File: config.mk
export PLATFORM = sky130hd
export DESIGN_NAME = wsi_unpack
export DESIGN_NICKNAME = d
export VERILOG_FILES = /design/src/rtl/wsi_unpack.sv
export SDC_FILE = /design/constraint.sdc
export NUM_CORES = 1
export LEC_CHECK = 0
export BUFFER_PORTS_ARGS = -buffer_cell sky130_fd_sc_hd__buf_2
export CAP_MARGIN = 20
export CORE_ASPECT_RATIO = 0.6
export CORE_MARGIN = 5
export CORE_UTILIZATION = 50
export CTS_CLUSTER_DIAMETER = 200
export DETAILED_ROUTE_END_ITERATION = 8
export PLACE_DENSITY_LB_ADDON = 0.3
export SETUP_SLACK_MARGIN = 0.5
export SLEW_MARGIN = 20
export SYNTH_ARGS = -nofsm -noshare
export SYNTH_HDL_FRONTEND = slang
export SYNTH_SLANG_ARGS = --single-unit
File: constraint.sdc
create_clock -name ctl_Clk -period 2.6 [get_ports ctl_Clk]
set_clock_uncertainty 0.2 [all_clocks]
set_input_delay 0.26 -clock ctl_Clk [delete_from_list [all_inputs] [get_ports ctl_Clk]]
set_output_delay 0.26 -clock ctl_Clk [all_outputs]
set_load 0.02 [all_outputs]
File: src/rtl/wsi_unpack.sv
// WSI width-down adapter: buffers IN_W words in a small FIFO and issues each one
// as LANES left-justified SAMP_W samples, one per OUT_W output word.
module wsi_unpack #(
  parameter int unsigned IN_W      = 32,
  parameter int unsigned SAMP_W    = 16,
  parameter int unsigned OUT_W     = 18,
  parameter int unsigned DEPTH     = 4,
  parameter bit          LSB_FIRST = 1'b1
) (
  input  logic              ctl_Clk,
  input  logic              ctl_MReset_n,
  input  logic [2:0]        in_MCmd,
  input  logic              in_MReqLast,
  input  logic              in_MBurstPrecise,
  input  logic [11:0]       in_MBurstLength,
  input  logic [IN_W-1:0]   in_MData,
  input  logic              in_MReqInfo,
  output logic              in_SThreadBusy,
  output logic [2:0]        out_MCmd,
  output logic              out_MReqLast,
  output logic              out_MBurstPrecise,
  output logic [11:0]       out_MBurstLength,
  output logic [OUT_W-1:0]  out_MData,
  output logic              out_MReqInfo,
  input  logic              out_SThreadBusy,
  input  logic              clr,
  output logic              overflow
);

  localparam int unsigned LANES = IN_W / SAMP_W;
  localparam int unsigned LW    = (LANES > 1) ? $clog2(LANES) : 1;
  localparam int unsigned AW    = (DEPTH > 1) ? $clog2(DEPTH) : 1;
  localparam int unsigned CW    = AW + 1;
  localparam logic [2:0]  CMD_IDLE  = 3'b000;
  localparam logic [2:0]  CMD_WRITE = 3'b001;

  typedef enum logic {S_IDLE = 1'b0, S_ACTIVE = 1'b1} state_t;

  state_t              r_state;
  state_t              w_state_nxt;

  logic [IN_W-1:0]     r_mem_data [DEPTH];
  logic                r_mem_last [DEPTH];
  logic                r_mem_prec [DEPTH];
  logic [11:0]         r_mem_len  [DEPTH];
  logic                r_mem_info [DEPTH];

  logic [AW-1:0]       r_wr_ptr;
  logic [AW-1:0]       r_rd_ptr;
  logic [CW-1:0]       r_count;
  logic [LW-1:0]       r_lane;
  logic                r_busy;
  logic                r_ovf;

  logic [2:0]          r_out_cmd;
  logic                r_out_last;
  logic                r_out_prec;
  logic [11:0]         r_out_len;
  logic [OUT_W-1:0]    r_out_data;
  logic                r_out_info;

  logic                w_wr;
  logic                w_full;
  logic                w_issue;
  logic                w_lane_end;
  logic                w_pop;
  logic                w_push;
  logic                w_ovf;
  logic [CW-1:0]       w_count_nxt;
  logic [LW-1:0]       w_sel;
  logic [SAMP_W-1:0]   w_sample;
  logic [31:0]         w_prod;
  logic                w_prec;

  assign w_wr   = (in_MCmd == CMD_WRITE);
  assign w_full = (r_count == CW'(DEPTH));

  // State register
  always_ff @(posedge ctl_Clk or negedge ctl_MReset_n) begin
    if (!ctl_MReset_n) r_state <= S_IDLE;
    else               r_state <= w_state_nxt;
  end

  // Next state, issue/pop/push decisions; a pop frees the slot a same-cycle push needs
  always_comb begin
    w_state_nxt = r_state;
    w_issue     = 1'b0;
    w_lane_end  = (r_lane == LW'(LANES - 1));
    case (r_state)
      S_IDLE:   w_issue = 1'b0;
      S_ACTIVE: w_issue = !out_SThreadBusy && (r_count != '0);
      default:  w_issue = 1'b0;
    endcase
    w_pop       = w_issue && w_lane_end;
    w_push      = w_wr && (!w_full || w_pop);
    w_ovf       = w_wr && w_full && !w_pop;
    w_count_nxt = r_count + CW'(w_push) - CW'(w_pop);
    case (r_state)
      S_IDLE:   if (r_count != '0) w_state_nxt = S_ACTIVE;
      S_ACTIVE: if (w_count_nxt == '0) w_state_nxt = S_IDLE;
      default:  w_state_nxt = S_IDLE;
    endcase
  end

  // Lane select and output-length arithmetic for the head word
  always_comb begin
    w_sel    = LSB_FIRST ? r_lane : (LW'(LANES - 1) - r_lane);
    w_sample = '0;
    for (int i = 0; i < int'(LANES); i++) begin
      if (w_sel == LW'(i)) w_sample = r_mem_data[r_rd_ptr][i*SAMP_W +: SAMP_W];
    end
    w_prod = 32'(r_mem_len[r_rd_ptr]) * 32'(LANES);
    w_prec = r_mem_prec[r_rd_ptr] && (w_prod <= 32'd4095);
  end

  always_ff @(posedge ctl_Clk) begin
    if (w_push) begin
      r_mem_data[r_wr_ptr] <= in_MData;
      r_mem_last[r_wr_ptr] <= in_MReqLast;
      r_mem_prec[r_wr_ptr] <= in_MBurstPrecise;
      r_mem_len[r_wr_ptr]  <= in_MBurstLength;
      r_mem_info[r_wr_ptr] <= in_MReqInfo;
    end
  end

  always_ff @(posedge ctl_Clk or negedge ctl_MReset_n) begin
    if (!ctl_MReset_n) begin
      r_wr_ptr   <= '0;
      r_rd_ptr   <= '0;
      r_count    <= '0;
      r_lane     <= '0;
      r_busy     <= 1'b0;
      r_ovf      <= 1'b0;
      r_out_cmd  <= CMD_IDLE;
      r_out_last <= 1'b0;
      r_out_prec <= 1'b0;
      r_out_len  <= '0;
      r_out_data <= '0;
      r_out_info <= 1'b0;
    end else begin
      if (w_push) r_wr_ptr <= r_wr_ptr + AW'(1);
      if (w_pop)  r_rd_ptr <= r_rd_ptr + AW'(1);
      r_count <= w_count_nxt;
      if (w_issue) r_lane <= w_lane_end ? '0 : r_lane + LW'(1);
      // One slot stays free to absorb the write already in flight when busy rises
      r_busy <= (w_count_nxt >= CW'(DEPTH - 1));
      if (w_ovf)    r_ovf <= 1'b1;
      else if (clr) r_ovf <= 1'b0;
      r_out_cmd  <= w_issue ? CMD_WRITE : CMD_IDLE;
      r_out_last <= w_issue && w_lane_end && r_mem_last[r_rd_ptr];
      r_out_prec <= w_issue && w_prec;
      r_out_len  <= (w_issue && w_prec) ? w_prod[11:0] : '0;
      r_out_data <= w_issue ? (OUT_W'(w_sample) << (OUT_W - SAMP_W)) : '0;
      r_out_info <= w_issue && r_mem_info[r_rd_ptr];
    end
  end

  assign in_SThreadBusy    = r_busy;
  assign overflow          = r_ovf;
  assign out_MCmd          = r_out_cmd;
  assign out_MReqLast      = r_out_last;
  assign out_MBurstPrecise = r_out_prec;
  assign out_MBurstLength  = r_out_len;
  assign out_MData         = r_out_data;
  assign out_MReqInfo      = r_out_info;

endmodule
==> flow_metrics.tcl <==
set metrics [dict create \
    status "complete, but fails checks" \
    violations "setup timing" \
    hp-class "input pin to flip-flop" \
    final_cell_mix "188 x edfxtp_1, 86 x buf_2, 50 x dlygate4sd3_1" \
    dr.max_layer_used "met4" \
    place_congestion 0.765 \
    syn_to_final_growth_pct 24.5 \
    synth_ff_type "edfxtp_1" \
    wl_per_cell_um 20.4 \
    grt_pass1_wl_mm 27.3 \
    drv_slew 0 \
    finalCriticalPeriod_ps 2660 \
    first_pass_iters 4 \
    antenna_left 0 \
    drc_errors 0 \
    fin_nets 673 \
    die_area_um2 20300 \
    drive_gt1_frac 0.357 \
    ys_types 34 \
    clk_latency_ps 500 \
    cts_made_buffers 21 \
    synth_top_area_share 0.648 \
    whs_ps 56.6 \
    synthArstFlopShare 0.183 \
    cts_tree "done" \
    rows 37 \
    core-area_um2 17100 \
    clock.fmax_mhz 376 \
    leakagePower_nw 4.06 \
    cts_root_buf "clkbuf_16" \
    cts_max_level 1 \
    arrival_ps 2840 \
    grt_max_degree 73 \
    fin_crit_sh 1.02 \
    grt.overflow.total 0 \
    routed-wl-met2_mm 8.13 \
    final_common_cell "edfxtp_1" \
    vias_per_cell 5.28 \
    max_slew_margin 0.321 \
    worst-slew-pin-transition_ps 1020 \
    powerDensity_nw_per_um2 994 \
    wl_met1_mm 7.86 \
    synth_area_leaders "edfxtp_1 65%, dfrtp_1 12%, mux2_2 4.3%, mux2i_1 3.7%, mux4_2 3.6%" \
    ios 92 \
    grt_pass1_vias 4888 \
    finalWirelength_mm 17.5 \
    finalSetupViolations 2 \
    setup.worst_path.end_class "flip-flop" \
    antenna_found_initial 0 \
    syn_inst 447 \
    die_h_um 112 \
    ys_warn_count 0 \
    dp_hpwl_mm 9.81 \
    rsz0062_at_grt "true" \
    fp.dieW_um 180 \
    hold_viol 0 \
    crit_fanout 2 \
    io_buffers 86 \
    ir_drop_uv 569 \
    ys_ff_latch 230 \
    ys_seq_area_frac 0.768 \
    dr_total_vias 4545 \
    cts_buffer_depth 3 \
    first_iter_violations 263 \
    worst_slack_ps -62.6 \
    crit_type "flip-flop to flip-flop" \
    cp.required_ps 2780 \
    diodes 0 \
    clk_pin_slew_ps 60 \
    start_util 0.509 \
    syn_area_per_cell_um2 19.5 \
    cp-start-kind "flip-flop" \
    route.met3.wl_mm 1.24 \
    track_usage 0.171 \
    maxCapViolCount 0 \
    netlist_area_um2 8720 \
    synth_edf_count 188 \
    clock_sinks 230 \
    p_total_mw 10.8 \
    synth_top_cell_by_area "edfxtp_1" \
]
## synthesized netlist by cell type, types with 9 or more instances
cell        n
nor3b_2     9
nor3_1     16
o22ai_1    17
inv_1      10
edfxtp_1  188
buf_4       9
dfrtp_1    42
mux2_2     33
a22o_1     16
buf_2       9
mux2i_1    32
mux4_2     14
## state kept, by name, indices dropped and copies added (netlist names), 3 cells and up
register and cells:
r_mem_len 48, r_mem_info 4, out_MData 16, out_MBurstLength 11, r_mem_last 4, r_mem_data 128
r_count 3, r_mem_prec 4
## worst max-delay path: stages, from the launching register on
cell     delay (ps)
dfrtp_1         400
or3_4           410
nand3_4          90
inv_2            50
ha_4            240
inv_4            50
ha_4            120
inv_2            30
fa_2            360
xnor2_2         150
xnor2_1         140
o32a_1          300
## logic make-up (layout without fill, tap and decap cells)
family | count (synthesis) | count (layout) | share of synthesized area
fa+ha+maj | 7 | 7 | 0.0109
xor+xnor | 6 | 6 | 0.00603
compound gates | 36 | 36 | 0.0327
simple gates | 52 | 52 | 0.0402
other cells | 1 | 5 | 0.000430
flops | 230 | 230 | 0.768
mux | 79 | 79 | 0.116
buf+inv | 36 | 212 | 0.0260
## through the flow
stage	worst slack, ps	utilization	setup TNS (ps)	cell area [um^2]	instances
finish	-62.6	0.634	-104	10900	861
global route	-110	0.634	-205	10900	861
CTS	-76.7	0.630	-136	10800	858
detailed placement	-206	0.558	-364	9560	767
global placement	-142	0.558	-231	9560	767
floorplan	-78.1	-	-78.1	8750	451
## repair_timing
item,CTS,global route
setup endpoints to repair,4,91
hold buffers,50,0
cloned,0,2
resized for setup,11,4
pin swaps,8,2
hold endpoints to repair,213,0
buffers inserted,3,1
## final cells by class
cell class	count	area, um^2
clock buffers	28	582
fillers	1187	6280
clock inverters	10	65.1
flip-flops and latches	230	6700
repair buffers	164	1280
inverters	10	40.0
multi-input cells	185	1890
well taps	234	293
## final timing paths
kind / from / end / slack [ps] / cells past startpoint
setup / recovery: r_count[1] / r_state / -60 / 11
hold / removal: out_SThreadBusy / out_MReqInfo / 60 / 4
setup reg to reg: r_count[1] / r_state / -60 / 11
hold reg to reg: r_wr_ptr[1] / r_wr_ptr[1] / 370 / 1
max in group asynchronous: ctl_MReset_n / out_MData[12] / 1320 / 3
min in group asynchronous: ctl_MReset_n / overflow / 130 / 2
## per-layer routing
layer  track usage  vias up
met5             0        -
met4        0.0347        0
met3        0.0431       29
met2         0.273      157
met1         0.242     2292
li1              -     2067
## power breakdown
part	internal, mW	switching [mW]	total (mW)
Clock	1.59	1.31	2.90
Combinational	1.55	1.73	3.28
Sequential	4.42	0.188	4.61
Note: power is estimated with default switching activity, not from simulation.
